<file path="config.mk">
export PLATFORM = sky130hd
export DESIGN_NAME = l2_req_arb_flat
export DESIGN_NICKNAME = d
export VERILOG_FILES = /design/src/rtl/l2_req_arb_if.sv /design/src/rtl/l2_req_arb.sv /design/src/flat_wrapper.sv
export SDC_FILE = /design/constraint.sdc
export NUM_CORES = 1
export LEC_CHECK = 0
export CORE_AREA = 2 2 295 297
export CTS_BUF_LIST = sky130_fd_sc_hd__clkbuf_16
export CTS_CLUSTER_DIAMETER = 50
export DETAILED_ROUTE_END_ITERATION = 7
export DIE_AREA = 0 0 297 299
export GPL_ROUTABILITY_DRIVEN = 0
export GPL_TIMING_DRIVEN = 0
export PLACE_DENSITY_LB_ADDON = 0.25
export SETUP_SLACK_MARGIN = 0.1
export SYNTH_ARGS = -nofsm -noshare
export SYNTH_HDL_FRONTEND = slang
export SYNTH_SLANG_ARGS = --single-unit
</file>
<file path="constraint.sdc">
create_clock -name clk -period 3.6 [get_ports clk]
set_input_delay 0.72 -clock clk [delete_from_list [all_inputs] [get_ports clk]]
set_output_delay 0.72 -clock clk [all_outputs]
set_load 0.01 [all_outputs]
</file>
<file path="src/rtl/l2_req_arb_if.sv">
// L1/L2 request-response bundle shared by the two L1 clients and the L2.
// slave: arbiter view; master: environment (caches + L2) view.
interface l2_req_arb_if #(
  parameter int ADDR_W = 32,
  parameter int DATA_W = 128
);
  logic              l1i_req_valid;
  logic [ADDR_W-1:0] l1i_req_addr;
  logic [3:0]        l1i_req_opcode;
  logic              l1i_req_ack;
  logic              l1i_rsp_valid;

  logic              l1d_req_valid;
  logic [ADDR_W-1:0] l1d_req_addr;
  logic [3:0]        l1d_req_opcode;
  logic [DATA_W-1:0] l1d_req_store_data;
  logic              l1d_req_ack;
  logic              l1d_rsp_valid;

  logic [DATA_W-1:0] l1_rsp_load_data;

  logic              l2_req_valid;
  logic [ADDR_W-1:0] l2_req_addr;
  logic [3:0]        l2_req_opcode;
  logic [DATA_W-1:0] l2_req_store_data;
  logic              l2_req_ack;
  logic              l2_rsp_valid;
  logic [DATA_W-1:0] l2_rsp_load_data;

  modport slave (
    input  l1i_req_valid, l1i_req_addr,
    input  l1i_req_opcode,
    output l1i_req_ack, l1i_rsp_valid,
    input  l1d_req_valid, l1d_req_addr,
    input  l1d_req_opcode, l1d_req_store_data,
    output l1d_req_ack, l1d_rsp_valid,
    output l1_rsp_load_data,
    output l2_req_valid, l2_req_addr,
    output l2_req_opcode, l2_req_store_data,
    input  l2_req_ack, l2_rsp_valid,
    input  l2_rsp_load_data
  );

  modport master (
    output l1i_req_valid, l1i_req_addr,
    output l1i_req_opcode,
    input  l1i_req_ack, l1i_rsp_valid,
    output l1d_req_valid, l1d_req_addr,
    output l1d_req_opcode, l1d_req_store_data,
    input  l1d_req_ack, l1d_rsp_valid,
    input  l1_rsp_load_data,
    input  l2_req_valid, l2_req_addr,
    input  l2_req_opcode, l2_req_store_data,
    output l2_req_ack, l2_rsp_valid,
    output l2_rsp_load_data
  );
endinterface

</file>
<file path="src/rtl/l2_req_arb.sv">
// Round-robin arbiter sharing the blocking L2 port between L1I and L1D.
// One transaction in flight; response steered to the latched owner.
module l2_req_arb #(
  parameter int ADDR_W = 32,
  parameter int DATA_W = 128,
  parameter int CNT_W  = 64
) (
  input  logic             clk,
  input  logic             reset,
  l2_req_arb_if.slave      bus,
  output logic             owner_is_d,
  output logic             spurious_rsp,
  output logic [CNT_W-1:0] grants_i,
  output logic [CNT_W-1:0] grants_d
);

  typedef enum logic [1:0] {
    IDLE,
    ISSUE,
    WAIT_RSP
  } state_t;

  state_t state, state_nx;

  logic              grant;
  logic              win_d;
  logic              rsp_ok;
  logic              stray;
  logic              ptr_d;
  logic              ack_i;
  logic              ack_d;
  logic              req_valid;
  logic [ADDR_W-1:0] req_addr;
  logic [3:0]        req_opcode;
  logic [DATA_W-1:0] req_data;

  always_ff @(posedge clk) begin
    if (reset) state <= IDLE;
    else       state <= state_nx;
  end

  always_comb begin
    state_nx = state;
    grant    = 1'b0;
    win_d    = 1'b0;
    rsp_ok   = 1'b0;
    stray    = 1'b0;
    unique case (state)
      IDLE: begin
        stray = bus.l2_rsp_valid;
        if (bus.l1i_req_valid | bus.l1d_req_valid) begin
          grant    = 1'b1;
          win_d    = bus.l1d_req_valid &
                     (ptr_d | ~bus.l1i_req_valid);
          state_nx = ISSUE;
        end
      end
      ISSUE: begin
        // a response without the accept is stray
        if (bus.l2_req_ack) begin
          rsp_ok   = bus.l2_rsp_valid;
          state_nx = bus.l2_rsp_valid ? IDLE : WAIT_RSP;
        end else begin
          stray = bus.l2_rsp_valid;
        end
      end
      WAIT_RSP: begin
        if (bus.l2_rsp_valid) begin
          rsp_ok   = 1'b1;
          state_nx = IDLE;
        end
      end
      default: state_nx = IDLE;
    endcase
  end

  always_ff @(posedge clk) begin
    if (reset) begin
      ptr_d        <= 1'b1;
      owner_is_d   <= 1'b0;
      ack_i        <= 1'b0;
      ack_d        <= 1'b0;
      req_valid    <= 1'b0;
      req_addr     <= '0;
      req_opcode   <= '0;
      req_data     <= '0;
      spurious_rsp <= 1'b0;
      grants_i     <= '0;
      grants_d     <= '0;
    end else begin
      ack_i <= grant & ~win_d;
      ack_d <= grant & win_d;
      if (grant) begin
        ptr_d      <= ~win_d;
        owner_is_d <= win_d;
        req_valid  <= 1'b1;
        if (win_d) begin
          req_addr   <= bus.l1d_req_addr;
          req_opcode <= bus.l1d_req_opcode;
          req_data   <= bus.l1d_req_store_data;
          grants_d   <= grants_d + 1'b1;
        end else begin
          req_addr   <= bus.l1i_req_addr;
          req_opcode <= bus.l1i_req_opcode;
          req_data   <= '0;
          grants_i   <= grants_i + 1'b1;
        end
      end else if (state == ISSUE && bus.l2_req_ack) begin
        req_valid <= 1'b0;
      end
      if (stray) spurious_rsp <= 1'b1;
    end
  end

  assign bus.l1i_req_ack       = ack_i;
  assign bus.l1d_req_ack       = ack_d;
  assign bus.l1i_rsp_valid     = rsp_ok & ~owner_is_d;
  assign bus.l1d_rsp_valid     = rsp_ok & owner_is_d;
  assign bus.l1_rsp_load_data  = bus.l2_rsp_load_data;
  assign bus.l2_req_valid      = req_valid;
  assign bus.l2_req_addr       = req_addr;
  assign bus.l2_req_opcode     = req_opcode;
  assign bus.l2_req_store_data = req_data;

endmodule
</file>
<file path="src/flat_wrapper.sv">
// flat-port wrapper written by rule: the top's interface ports become plain ports
module l2_req_arb_flat 
#(
  parameter int ADDR_W = 32,
  parameter int DATA_W = 128,
  parameter int CNT_W  = 64
)
  (clk, reset, owner_is_d, spurious_rsp, grants_i, grants_d, bus_l1i_req_valid, bus_l1i_req_addr, bus_l1i_req_opcode, bus_l1i_req_ack, bus_l1i_rsp_valid, bus_l1d_req_valid, bus_l1d_req_addr, bus_l1d_req_opcode, bus_l1d_req_store_data, bus_l1d_req_ack, bus_l1d_rsp_valid, bus_l1_rsp_load_data, bus_l2_req_valid, bus_l2_req_addr, bus_l2_req_opcode, bus_l2_req_store_data, bus_l2_req_ack, bus_l2_rsp_valid, bus_l2_rsp_load_data);
  l2_req_arb_if #(.ADDR_W(ADDR_W), .DATA_W(DATA_W)) bus_i ();
  input  logic clk;
  input  logic reset;
  output logic owner_is_d;
  output logic spurious_rsp;
  output logic [CNT_W-1:0] grants_i;
  output logic [CNT_W-1:0] grants_d;
  input wire logic [$bits(bus_i.l1i_req_valid)-1:0] bus_l1i_req_valid;
  input wire logic [$bits(bus_i.l1i_req_addr)-1:0] bus_l1i_req_addr;
  input wire logic [$bits(bus_i.l1i_req_opcode)-1:0] bus_l1i_req_opcode;
  output wire logic [$bits(bus_i.l1i_req_ack)-1:0] bus_l1i_req_ack;
  output wire logic [$bits(bus_i.l1i_rsp_valid)-1:0] bus_l1i_rsp_valid;
  input wire logic [$bits(bus_i.l1d_req_valid)-1:0] bus_l1d_req_valid;
  input wire logic [$bits(bus_i.l1d_req_addr)-1:0] bus_l1d_req_addr;
  input wire logic [$bits(bus_i.l1d_req_opcode)-1:0] bus_l1d_req_opcode;
  input wire logic [$bits(bus_i.l1d_req_store_data)-1:0] bus_l1d_req_store_data;
  output wire logic [$bits(bus_i.l1d_req_ack)-1:0] bus_l1d_req_ack;
  output wire logic [$bits(bus_i.l1d_rsp_valid)-1:0] bus_l1d_rsp_valid;
  output wire logic [$bits(bus_i.l1_rsp_load_data)-1:0] bus_l1_rsp_load_data;
  output wire logic [$bits(bus_i.l2_req_valid)-1:0] bus_l2_req_valid;
  output wire logic [$bits(bus_i.l2_req_addr)-1:0] bus_l2_req_addr;
  output wire logic [$bits(bus_i.l2_req_opcode)-1:0] bus_l2_req_opcode;
  output wire logic [$bits(bus_i.l2_req_store_data)-1:0] bus_l2_req_store_data;
  input wire logic [$bits(bus_i.l2_req_ack)-1:0] bus_l2_req_ack;
  input wire logic [$bits(bus_i.l2_rsp_valid)-1:0] bus_l2_rsp_valid;
  input wire logic [$bits(bus_i.l2_rsp_load_data)-1:0] bus_l2_rsp_load_data;
  assign bus_i.l1i_req_valid = bus_l1i_req_valid;
  assign bus_i.l1i_req_addr = bus_l1i_req_addr;
  assign bus_i.l1i_req_opcode = bus_l1i_req_opcode;
  assign bus_l1i_req_ack = bus_i.l1i_req_ack;
  assign bus_l1i_rsp_valid = bus_i.l1i_rsp_valid;
  assign bus_i.l1d_req_valid = bus_l1d_req_valid;
  assign bus_i.l1d_req_addr = bus_l1d_req_addr;
  assign bus_i.l1d_req_opcode = bus_l1d_req_opcode;
  assign bus_i.l1d_req_store_data = bus_l1d_req_store_data;
  assign bus_l1d_req_ack = bus_i.l1d_req_ack;
  assign bus_l1d_rsp_valid = bus_i.l1d_rsp_valid;
  assign bus_l1_rsp_load_data = bus_i.l1_rsp_load_data;
  assign bus_l2_req_valid = bus_i.l2_req_valid;
  assign bus_l2_req_addr = bus_i.l2_req_addr;
  assign bus_l2_req_opcode = bus_i.l2_req_opcode;
  assign bus_l2_req_store_data = bus_i.l2_req_store_data;
  assign bus_i.l2_req_ack = bus_l2_req_ack;
  assign bus_i.l2_rsp_valid = bus_l2_rsp_valid;
  assign bus_i.l2_rsp_load_data = bus_l2_rsp_load_data;
  l2_req_arb #(.ADDR_W(ADDR_W), .DATA_W(DATA_W), .CNT_W(CNT_W)) u_core (.clk(clk), .reset(reset), .bus(bus_i), .owner_is_d(owner_is_d), .spurious_rsp(spurious_rsp), .grants_i(grants_i), .grants_d(grants_d));
endmodule
</file>
; ---- Word-level counts from Yosys, hierarchy flattened
; Index checks and enable logic that the tools add are counted.
[classes]
bitwise_logic = 10
reduce_logical = 6
eq_ne = 5
addsub = 2
mux = 19
[op_table]
columns = op, n
row1 = "adder 64 x 1 -> 64 bit, second input constant", 2
row2 = 2-to-1 mux 128 bit, 1
row3 = 2-to-1 mux 32 bit, 1
row4 = 2-to-1 mux 1 bit, 9
row5 = 2-to-1 mux 2 bit, 4
row6 = one-hot mux 2 bit (3 select lines), 1
row7 = AND 1 bit, 5
row8 = 2-to-1 mux 4 bit, 1
row9 = "inequality test 2 bit, second input constant", 2
row10 = one-hot mux 1 bit (2 select lines), 2
row11 = AND reduction 2 bit, 2
row12 = inverter 1 bit, 3
row13 = AND reduction 3 bit, 1
row14 = "== test 2 x 1 -> 1 bit, second input constant", 1
row15 = "== test 2 bit, second input constant", 1
row16 = logical NOT 2 bit, 1
row17 = "inequality test 2 x 1 -> 1 bit, second input constant", 1
row18 = bitwise OR 1 bit, 2
row19 = nonzero test 2 bit, 1
row20 = logical AND 1 bit, 1
[word_totals]
elab_cells = 54
out_inout_bits = 427
regBits = 300
inputBits = 334

; ---- Logic depth before layout (Yosys ltp)
; Gate-level depths: netlist (run 1).
[depth]
ltp_word = 7
depth_mapped = 9
depth_no_buf = 7

; ---- Worst setup path before layout (run 1)
; Ideal clock, no wire load.
[synth_path]
path_type = in2reg
startpoint = input bus_l1d_req_valid
endpoint = register u_core.grants_i[58]
path_slack_ns = 1.314
required_ns = 3.477
arrival_ns = 2.163
path_stages = 7
path_buffers = 2
cell_sequence = and2_1 -> buf_2 -> nor3_4 -> nand3_1 -> clkbuf_1 -> nor3_1 -> mux2_1
[synth_between]
elab_chain_cells = 5
word_cells_on_any_way = 8
[synth_lines]
columns = element, line
row1 = start: declaration, flat_wrapper.sv:21  ; input wire logic [$bits(bus_i.l1d_req_valid)-1:0] bus_l1d_req_valid;
row2 = AND 1 bit / bitwise OR 1 bit (equally long branches), "l2_req_arb.sv:53, l2_req_arb.sv:51"
row3 = 2-to-1 mux 1 bit, l2_req_arb.sv:51  ; if (bus.l1i_req_valid | bus.l1d_req_valid) begin
row4 = 2-to-1 mux 1 bit, l2_req_arb.sv:48  ; unique case (state)
row5 = inverter 1 bit (no line), n/a
row6 = AND reduction 2 bit (no line) *, n/a
row7 = end signal: assignment, l2_req_arb.sv:106  ; grants_i <= grants_i + 1'b1;
row8 = end: declaration, l2_req_arb.sv:13  ; output logic [CNT_W-1:0] grants_i,
; Mark *: on every way between the ends. The rest lies on a longest branch, timed or not.
; A chain may end at the register's enable or synchronous reset.

; ---- Final worst setup path (run 1)
[layout_path]
startpoint = input bus_l1d_req_valid
endpoint = register u_core.req_opcode[0], in the netlist u_core.bus.l2_req_opcode[0]
[layout_between]
elab_chain_cells = 4
word_cells_on_any_way = 7
[layout_lines]
columns = element, line
row1 = AND 1 bit / bitwise OR 1 bit (equally long branches), "l2_req_arb.sv:53, l2_req_arb.sv:51"
row2 = 2-to-1 mux 1 bit, l2_req_arb.sv:51
row3 = 2-to-1 mux 1 bit, l2_req_arb.sv:48
row4 = 2-to-1 mux 4 bit, l2_req_arb.sv:97  ; if (win_d) begin
row5 = end signal: assignment, l2_req_arb.sv:99  ; req_opcode <= bus.l1d_req_opcode;
row6 = end signal: assignment, l2_req_arb.sv:104  ; req_opcode <= bus.l1i_req_opcode;
row7 = end: declaration, l2_req_arb.sv:34  ; logic [3:0] req_opcode;
; Parallel ways exist; a longest one is shown, timed or not.

==> results of run 1 <==
==> state kept, by name, indices dropped and copies added (netlist names) <==
register	cells
u_core.bus.l2_req_store_data	128
u_core.grants_d	64
u_core.grants_i	64
u_core.bus.l2_req_addr	32
u_core.bus.l2_req_opcode	4
u_core.state	2
u_core.bus.l1d_req_ack	1
u_core.bus.l1i_req_ack	1
u_core.bus.l2_req_valid	1
u_core.owner_is_d	1
u_core.ptr_d	1
u_core.spurious_rsp	1
==> tightest hold or removal path, cell delays in order, from the launching register on <==
cell and delay (ps):
dfxtp_1 320, inv_1 50, a21oi_1 50
==> layer usage <==
layer	GRT usage (%)	vias up	share of wire, %
li1	-	6288	-
met3	5.29	122	8.7
met1	15.2	6370	37
met4	6.77	12	4.6
met2	25.1	588	50
met5	0	-	0.11
==> worst max-delay path by stage <==
| stage | start | to | slack [ps] | cells after the start |
|---|---|---|---|---|
| CTS | u_core.state[0]$_SDFFE_PP0P_ | u_core.bus.l2_req_opcode[1]$_SDFFE_PP0P_ | 140 | 8 |
| finish | bus_l1d_req_valid | u_core.bus.l2_req_opcode[0]$_SDFFE_PP0P_ | 330 | 6 |
| global placement | bus_l1d_req_valid | u_core.bus.l2_req_addr[30]$_SDFFE_PP0P_ | -630 | 6 |
| global route | bus_l1d_req_valid | u_core.bus.l2_req_opcode[1]$_SDFFE_PP0P_ | 130 | 6 |
| detailed placement | bus_l1i_req_valid | u_core.bus.l2_req_opcode[0]$_SDFFE_PP0P_ | -710 | 6 |
| floorplan | bus_l1d_req_valid | u_core.grants_i[58]$_SDFFE_PP0P_ | 1310 | 7 |
==> power by group through the flow <==
stage	Clock, W	Combinational (W)	Sequential (W)
global placement	0	0.00158	0.00368
floorplan	0	0.000487	0.00374
CTS	0.00471	0.00160	0.00362
finish	0.00457	0.00155	0.00362
detailed placement	0	0.00159	0.00368
global route	0.00486	0.00166	0.00364
==> final cells by class <==
type | instances | share of cell area [%]
sequential | 300 | 27.2
inverter | 17 | 0.289
tap | 1155 | 6.55
timing repair buffer | 632 | 28.7
buffer | 204 | 5.71
multi-input combinational | 839 | 24.4
antenna | 3 | 0.0340
clock buffer | 52 | 5.89
clock inverter | 41 | 1.26
==> metrics by stage <==
| step | setup WS (ps) | hold slack, ps | utilization, % |
|---|---|---|---|
| global route | 130 | 490 | 25.7 |
| floorplan | 1310 | 451 | - |
| finish | 327 | 467 | 25.7 |
| detailed placement | -714 | 463 | 23.8 |
| CTS | 140 | 474 | 25.7 |
| global placement | -625 | 450 | 23.8 |
==> repair_timing <==
action / in CTS / in global routing
pin swaps: 0 / 0
resized for setup: 2 / 1
setup endpoints to repair: 18 / 3
gates cloned: 0 / 0
==> placed cells by master (no fill, tap or decap), drive strengths merged, types with 2 or more instances in the layout <==
| cell | n |
|---|---|
| a211oi | 2 |
| a21oi | 77 |
| a222oi | 2 |
| a22o | 128 |
| a22oi | 34 |
| a31o | 2 |
| and2 | 7 |
| and3 | 21 |
| and4 | 10 |
| buf | 139 |
| clkbuf | 117 |
| clkdlybuf4s50 | 632 |
| clkinv | 23 |
| clkinvlp | 2 |
| dfxtp | 300 |
| diode | 3 |
| ha | 5 |
| inv | 32 |
| mux2 | 2 |
| nand2 | 89 |
| nand3 | 51 |
| nand4 | 55 |
| nor2 | 76 |
| nor2b | 5 |
| nor3 | 16 |
| nor4 | 14 |
| o21ai | 66 |
| o31ai | 40 |
| or2 | 3 |
| or3 | 33 |
| or4 | 41 |
| xnor2 | 14 |
| xor2 | 37 |
==> kinds of logic (layout without fill, tap and decap cells) <==
| kind of cell | after synthesis | after routing | share of synthesized area, % |
|---|---|---|---|
| AOI/OAI and AO/OA | 356 | 356 | 19.6 |
| DFF | 300 | 300 | 47.2 |
| muxes | 3 | 3 | 0.256 |
| adders and majority gates | 5 | 5 | 0.492 |
| and+or+nand+nor | 424 | 424 | 18.5 |
| other | 0 | 3 | 0 |
| xor gates and xnor gates | 51 | 51 | 3.51 |
| buffers and inverters | 221 | 946 | 10.4 |
==> metrics.log, run 1 <==
INFO  metric synth_cells = 1360
INFO  metric gr-total-overflow = 0
INFO  metric unrepaired_setup_endpoints_after_global_routing = no
INFO  metric pin_count = ~760
INFO  metric crit-reg2reg-launch = u_core.state[0]$_SDFFE_PP0P_
INFO  metric grt_max_degree = 14
INFO  metric rows = around 110
INFO  metric max_slew.worst_pin.slew = ~1200 ps
INFO  metric synth_top_area_cells = dfxtp_1, a22o_1, buf_4
INFO  metric finalNetCount = between 2000 and 2500
INFO  metric maxSlewViolCount = 0
INFO  metric reg2reg_setup_slack = 400 ps
INFO  metric critical-path-top-cell-by-count = clkbuf_1
INFO  metric hold_viol = 0
INFO  metric cts_root_cell = clkbuf_16
INFO  metric cells_along_the_critical_path = clkdlybuf4s50_1 > o21ai_1 > clkbuf_1 > clkbuf_1 > a22oi_1 > o21ai_0
INFO  metric critical_path.max_fanout = 10
INFO  metric fill_cell_count = between 9000 and 10000
INFO  metric synth.avg_cell_area = between 9 and 10 sq um
INFO  metric whs_endpoint = u_core.spurious_rsp$_SDFFE_PP0P_
INFO  metric dpl_cells = 3147
INFO  metric clock-sinks = 300
INFO  metric cp-end-kind = register
INFO  metric die_w = 297 um
INFO  metric tightest_slew_margin_relative_to_the_limit = 21.4%
INFO  metric route.detailed.drc = 0
INFO  metric areaGrowthSynthToFinish = 73.6%
INFO  metric fin_crit = approximately 3300 ps
INFO  metric post-synth-top-count-cell = dfxtp_1
INFO  metric synth_warnings = 0
INFO  metric dp_hpwl = around 54000 um
INFO  metric class_of_the_most_critical_hold_timing_path = reg2reg
INFO  metric avgRoutedWirePerCell = 20.5 um
INFO  metric synth_seq_area_share = between 40 and 50%
INFO  metric tritoncts = built
INFO  metric combinationalPowerShare = ~16%
INFO  metric setup_viol_count_final = 0
INFO  metric chipHeight = 299 um
INFO  metric design_area = 22100 sq um
INFO  metric critPathArrivalTime = ~3800 ps
INFO  metric crit_path_top_delay_cell = clkbuf_1
INFO  metric p_leak = 7.74 nW
INFO  metric max-cap-violations = 0
INFO  metric portBuffers = between 600 and 700
INFO  metric period_share = 90.9%
INFO  metric synth_enable_flop_cells = 0
INFO  metric path_class = in2reg
INFO  metric via_count = between 10000 and 15000
INFO  metric placeableCoreArea = 85900 sq um
INFO  metric detail_route.iter0.violations = 574
INFO  metric placement.cell_area = slightly above 20000 sq um
INFO  metric net-switching-power = roughly 0.0027 W
INFO  metric skew = 28.5 ps
INFO  metric share_of_flip_flops_with_an_asynchronous_set_or_reset = 0%
INFO  metric dominantRegCellSynth = dfxtp_1
INFO  metric worstSetupStartpointType = primary input
INFO  metric synth_cell_types = between 40 and 50
INFO  metric critical-path-top-delay-family = buffers and inverters
INFO  metric yosysTopAreaCell = dfxtp_1
INFO  metric seq_power_share = roughly 37%
INFO  metric cp.buffers_inverters = 3
INFO  metric die_area = 88800 sq um
INFO  metric total_power = 0.00974 W
INFO  metric number_of_nets_still_failing_antenna_checks_after_routing = 0
INFO  metric fin_setup_tns = 0 ps
INFO  metric internal_power = 0.00706 W
INFO  metric wire_length_of_the_first_global_routing_pass = 95000 um
INFO  metric power.density_cell_area = 441 nW/um^2
INFO  metric post_synth_most_frequent_cells = dfxtp_1, buf_4, a22o_1
INFO  metric numCtsBuffers = 51
INFO  metric multi_input_area = between 5000 and 6000 sq um
INFO  metric p_clk_share = a little under half
INFO  metric globalRouteTotalUtil = 14.3%
INFO  metric post_synth_instance_area = approximately 13000 sq um
INFO  metric netlist.area_leader.share = 47.2%
INFO  metric clock.fmax = 305 MHz
INFO  metric worstReg2RegEnd = u_core.bus.l2_req_opcode[0]$_SDFFE_PP0P_
INFO  metric postSynthNetCount = 1699
INFO  metric clk_pin_slew_worst_paths = 60 ps
INFO  metric finalNonFillerCells = roughly 3200
INFO  metric crit_required = 4120 ps
INFO  metric insertion_delay = 600 ps
INFO  metric worst-r2r-cell-count = 7
INFO  metric viasPerCell = 4.13
INFO  metric post-cts-setup-buffer-count = 0
INFO  metric worst_hold_startpoint = u_core.spurious_rsp$_SDFFE_PP0P_
INFO  metric status = finished clean
INFO  metric first_global_vias = 13534
INFO  metric drive_above_1_share = 11.2%
INFO  metric cts.htree.levels = 2
INFO  metric synth_register_bits = 300
INFO  metric initial_core_util = 14.8%
INFO  metric instance_count_along_the_most_critical_hold_path = 2
INFO  metric switching_share = 27.6%
INFO  metric worst_path_largest_cell_delay = 870 ps
INFO  metric number_of_hold_repair_buffers_added_at_the_cts_stage = 0
INFO  metric vdd_drop_max = 0.319 mV
INFO  metric final-seq-area = 6010 sq um
INFO  metric clock_tree.buffer_depth = 3
INFO  metric postRouteWirelength = 66300 um
INFO  metric dr.pass1.iters = 5
INFO  metric antenna_violations_before_repair = 14
Note: power is estimated with default switching activity, not from simulation.
==> inputs of run 2 (changes only) <==
==> constraint.sdc (replaced) <==
create_clock -name clk -period 3.6 [get_ports clk]
set_input_delay 0.72 -clock clk [delete_from_list [all_inputs] [get_ports clk]]
set_output_delay 0.72 -clock clk [all_outputs]
set_load 0.05 [all_outputs]
==> results of run 2 <==
Same layout as run 1 (identical final DEF). Status: finished clean.
Among the figures that moved: clock-pin slew on the worst setup and hold paths 60 ps -> 50 ps; setup slack after layout 327 ps -> 309 ps; start point of the critical path bus_l1d_req_valid -> u_core.state[1]$_SDFFE_PP0P_; end point of the critical path u_core.bus.l2_req_opcode[0]$_SDFFE_PP0P_ -> bus_l1d_rsp_valid; total power 0.00974 W -> 0.0105 W; worst IR drop on VDD 0.319 mV -> 0.337 mV
==> patch 1: new RTL, config.mk and constraints of run 1 <==
Make the reset (`reset`) asynchronous in 2 clocked blocks.
--- a/src/rtl/l2_req_arb.sv
+++ b/src/rtl/l2_req_arb.sv
@@ -35,5 +35,5 @@
   logic [DATA_W-1:0] req_data;
 
-  always_ff @(posedge clk) begin
+  always_ff @(posedge clk or posedge reset) begin
     if (reset) state <= IDLE;
     else       state <= state_nx;
@@ -75,5 +75,5 @@
   end
 
-  always_ff @(posedge clk) begin
+  always_ff @(posedge clk or posedge reset) begin
     if (reset) begin
       ptr_d        <= 1'b1;
Function: not settled (the Yosys comparison gave no result); the edit may change what the design does.
==> patch 1 against run 1 <==
  * Cell area up 4.4%
  * Worst setup slack better by 0.13 ns
  * Sequential cell count unchanged
  * Fmax increased by 4.2%
  * Routed wire length fell by 15%
  * Synthesized area rose by 4.9%
  * Global-route usage decreased by 2.1 points
  * Hold slack worse by 0.0025 ns
Power is not compared: it rests on default switching activity, and its combinational part moved more than twofold at a synthesized area within 25%.
==> patch 1: results (changes against run 1) <==
| Metric | Value |
|---|---|
| Sequential share of the synthesized area | `0.563 (+0.0904)` |
| Drt pass-1 iters | `4 (-1)` |
| Worst-Margin Slew | `1.15 ns (-0.0307 ns)` |
| Area after DPL | `0.0213 sq mm (+3.8%)` |
| Layout fillers | `9111 (-1.4%)` |
| Hold Crit Depth | `1 (-1)` |
| Min cycle time layout | `3.14 ns (-0.131 ns)` |
| Primary FF master, synth | `dfrtp_1` |
| CP max-delay cell | `a211oi_1` |
| Worst Hold Endpoint | `u_core.spurious_rsp$_DFFE_PP0P_` |
| Share of layout cells above drive strength 1 | `0.126 (+0.0141)` |
| Net Count, Synth | `1543 (-9.2%)` |
| Post-Route WL | `56600 um (-15%)` |
| Worst Path Arrival | `3.64 ns (-0.15 ns)` |
| R2r setup slk | `0.46 ns (+0.06 ns)` |
| Outcome | `complete, no violations` |
| Fin cells | `3095 (-4.6%)` |
| Synth Area in Adders | `0.00469 (-0.000231)` |
| Compound-cell area share of the yosys netlist | `0.118 (-0.0782)` |
| Initial detailed-routing violation count | `507 (-12%)` |
| Total Routing Usage GR | `0.122 (-0.0209)` |
| Yosys cell types | `49 (+2.1%)` |
| Nets | `2235 (-6.3%)` |
| Synth cell count leaders | `299 x dfrtp_1, 129 x a22o_1, 128 x buf_4, 87 x nand2_1, 79 x nor2_1` |
| Gate Count Post-Synth | `1204 (-11%)` |
| Hold WS | `0.465 ns (-0.00245 ns)` |
## patch 1: cell types whose count changed in the layout (fill, tap and decap cells not counted), sizes merged, moves of 27 or more
| cell | run 1 | this run |
|---|---|---|
| a22oi | 34 | 0 |
| a21oi | 77 | 38 |
| xnor2 | 14 | 55 |
| xor2 | 37 | 71 |
| o21ai | 66 | 39 |
| or4 | 41 | 1 |
| dfxtp | 300 | 0 |
| dfrtp | 0 | 299 |
| or3 | 33 | 4 |
| o31ai | 40 | 0 |
## patch 1: layout make-up
class,instances,area [sq um],area share
clock inverters,44,449,0.0195
diodes,1,2.50,0.000109
multi-input cells,701,4580,0.199
plain buffers,183,1180,0.0514
well taps,1155,1450,0.0627
clock buffers,53,1330,0.0575
inverters,19,75.1,0.00326
flip-flops and latches,300,7510,0.326
repair buffers,639,6480,0.281
## patch 1: timing repair
item	in CTS	in global routing
hold endpoints to repair	0	0
setup endpoints to repair	31	1
resized for setup	1	0
## patch 1: per-layer routing
layer	global-route usage	vias up	part of all wire
li1	-	5508	-
met2	0.207	434	0.49
met3	0.0416	68	0.078
met1	0.147	5836	0.41
met4	0.0338	0	0.022
met5	0	-	0
## patch 1: worst max-delay path by stage
stage,startpoint,endpoint,depth (start not counted)
after floorplan,reset,u_core.bus.l1d_req_ack$_DFF_PP0_,1
after global placement,reset,u_core.grants_i[38]$_DFFE_PP0P_,2
after detailed placement,bus_l1i_req_valid,u_core.bus.l2_req_store_data[30]$_DFFE_PP0P_,6
after CTS,u_core.state[1]$_DFFE_PP0P_,u_core.bus.l2_req_store_data[35]$_DFFE_PP0P_,7
after global routing,bus_l1i_req_valid,u_core.bus.l2_req_addr[3]$_DFFE_PP0P_,6
final,u_core.state[1]$_DFFE_PP0P_,u_core.grants_i[57]$_DFFE_PP0P_,7
==> patch 2: new RTL, config.mk and constraints of run 1 <==
Made on the original files. `CNT_W` is set to 64 in 2 places; all go to 96.
--- a/src/rtl/l2_req_arb.sv
+++ b/src/rtl/l2_req_arb.sv
@@ -4,5 +4,5 @@
   parameter int ADDR_W = 32,
   parameter int DATA_W = 128,
-  parameter int CNT_W  = 64
+  parameter int CNT_W  = 96
 ) (
   input  logic             clk,
--- a/src/flat_wrapper.sv
+++ b/src/flat_wrapper.sv
@@ -4,5 +4,5 @@
   parameter int ADDR_W = 32,
   parameter int DATA_W = 128,
-  parameter int CNT_W  = 64
+  parameter int CNT_W  = 96
 )
   (clk, reset, owner_is_d, spurious_rsp, grants_i, grants_d, bus_l1i_req_valid, bus_l1i_req_addr, bus_l1i_req_opcode, bus_l1i_req_ack, bus_l1i_rsp_valid, bus_l1d_req_valid, bus_l1d_req_addr, bus_l1d_req_opcode, bus_l1d_req_store_data, bus_l1d_req_ack, bus_l1d_rsp_valid, bus_l1_rsp_load_data, bus_l2_req_valid, bus_l2_req_addr, bus_l2_req_opcode, bus_l2_req_store_data, bus_l2_req_ack, bus_l2_rsp_valid, bus_l2_rsp_load_data);
Ports: changed (resized grants_d and grants_i); port bits go from 761 to 825. The function was not compared with the original's and may differ.
==> patch 2 against run 1 <==
  * Sequential power rose by 20%
  * Synthesized area rose by 25%
  * Critical path depth rose by 2
  * Power rose by 24%
  * Cell area rose by 20%
  * Global-route usage rose by 1.9 points
  * Sequential cell count rose by 64
  * Sequential share of layout area rose by 0.24 points
  * Core utilization rose by 5.2 points
  * Routed wire length rose by 14%
  * Worst setup slack got worse by 0.047 ns
==> patch 2: results (changes against run 1) <==
| Metric | Value |
|---|---|
| Ant diodes | `6 (+3)` |
| First-pass GRT wire length | `108000 um (+13%)` |
| Critical path peak fanout | `8 (-2)` |
| Critical path startpoint | `bus_l1i_req_valid` |
| DP HPWL | `60100 um (+11%)` |
| Leak pwr | `9.35 nW (+21%)` |
| R2R Path End | `u_core.grants_d[73]$_SDFFE_PP0P_` |
| Setup WS pre-CTS | `-0.853 ns (-0.139 ns)` |
| Port bufs | `695 (+10%)` |
| Sw Ratio | `0.259 (-0.0165)` |
| Slew margin rel. | `0.144 (-0.0697)` |
| Area after DPL | `0.0243 sq mm (+18%)` |
| Largest net degree at the start of global routing | `12 (-2)` |
| Post-Route WL | `75900 um (+14%)` |
| #FFs+latches synth | `364 (+21%)` |
| NonClk Buf Share | `0.311 (-0.0324)` |
| Worst Path Arrival | `3.84 ns (+0.05 ns)` |
| Synth cell count leaders | `364 x dfxtp_1, 219 x nor2_1, 128 x a22o_1, 128 x buf_4, 119 x nand2_1` |
| Antenna violations before repair | `5 (-9)` |
| Clock buffers | `66 (+27%)` |
| Total Routing Usage GR | `0.162 (+0.0191)` |
| Max Fclk | `301 MHz (-1.4%)` |
| Sequential share of the synthesized area | `0.459 (-0.0130)` |
| Hold WS | `0.436 ns (-0.0312 ns)` |
| Worst Skew | `0.0329 ns (+0.00438 ns)` |
| Share of layout cells above drive strength 1 | `0.102 (-0.00983)` |
| Layout fillers | `9152 (-0.91%)` |
| Vias | `16100 (+20%)` |
| Hold path startpoint | `u_core.bus.l2_req_addr[1]$_SDFFE_PP0P_` |
| R2R cell count | `8 (+1)` |
| Gate Count Post-Synth | `1762 (+30%)` |
| Final core utilization | `0.309 (+0.0521)` |
| Vias in the first global route | `15500 (+14%)` |
| R2r setup slk | `0.29 ns (-0.11 ns)` |
| Outcome | `complete, no violations` |
| Area of the multi-input gates | `0.00730 sq mm (+35%)` |
==> patch 2: changes by cell type after synthesis, sizes merged, moves of 38 or more <==
cell   change
nor2     +143
xnor2     +77
dfxtp     +64
a21oi     -54
nor3      +47
o31ai     -38
==> patch 2: cells by family after synthesis <==
family | after synthesis | share of synthesized area
simple gates | 751 | 0.242
flops | 364 | 0.459
buf+inv | 236 | 0.0862
compound gates | 231 | 0.111
xor+xnor | 164 | 0.0905
mux | 10 | 0.00670
fa+ha+maj | 6 | 0.00473
==> patch 2: layer usage <==
metal	vias to the layer above	GRT usage	wire, um
met3	99	0.0615	7050
li1	7721	-	-
met2	691	0.268	36200
met5	-	0	0
met4	0	0.0493	1730
met1	7543	0.195	30900
==> patch 2: power by group through the flow <==
stage,clock network [W],registers [W],logic [W]
floorplan,0,0.00447,0.000492
global placement,0,0.00440,0.00154
detailed placement,0,0.00440,0.00154
CTS,0.00640,0.00433,0.00155
global route,0.00659,0.00435,0.00163
finish,0.00624,0.00433,0.00152
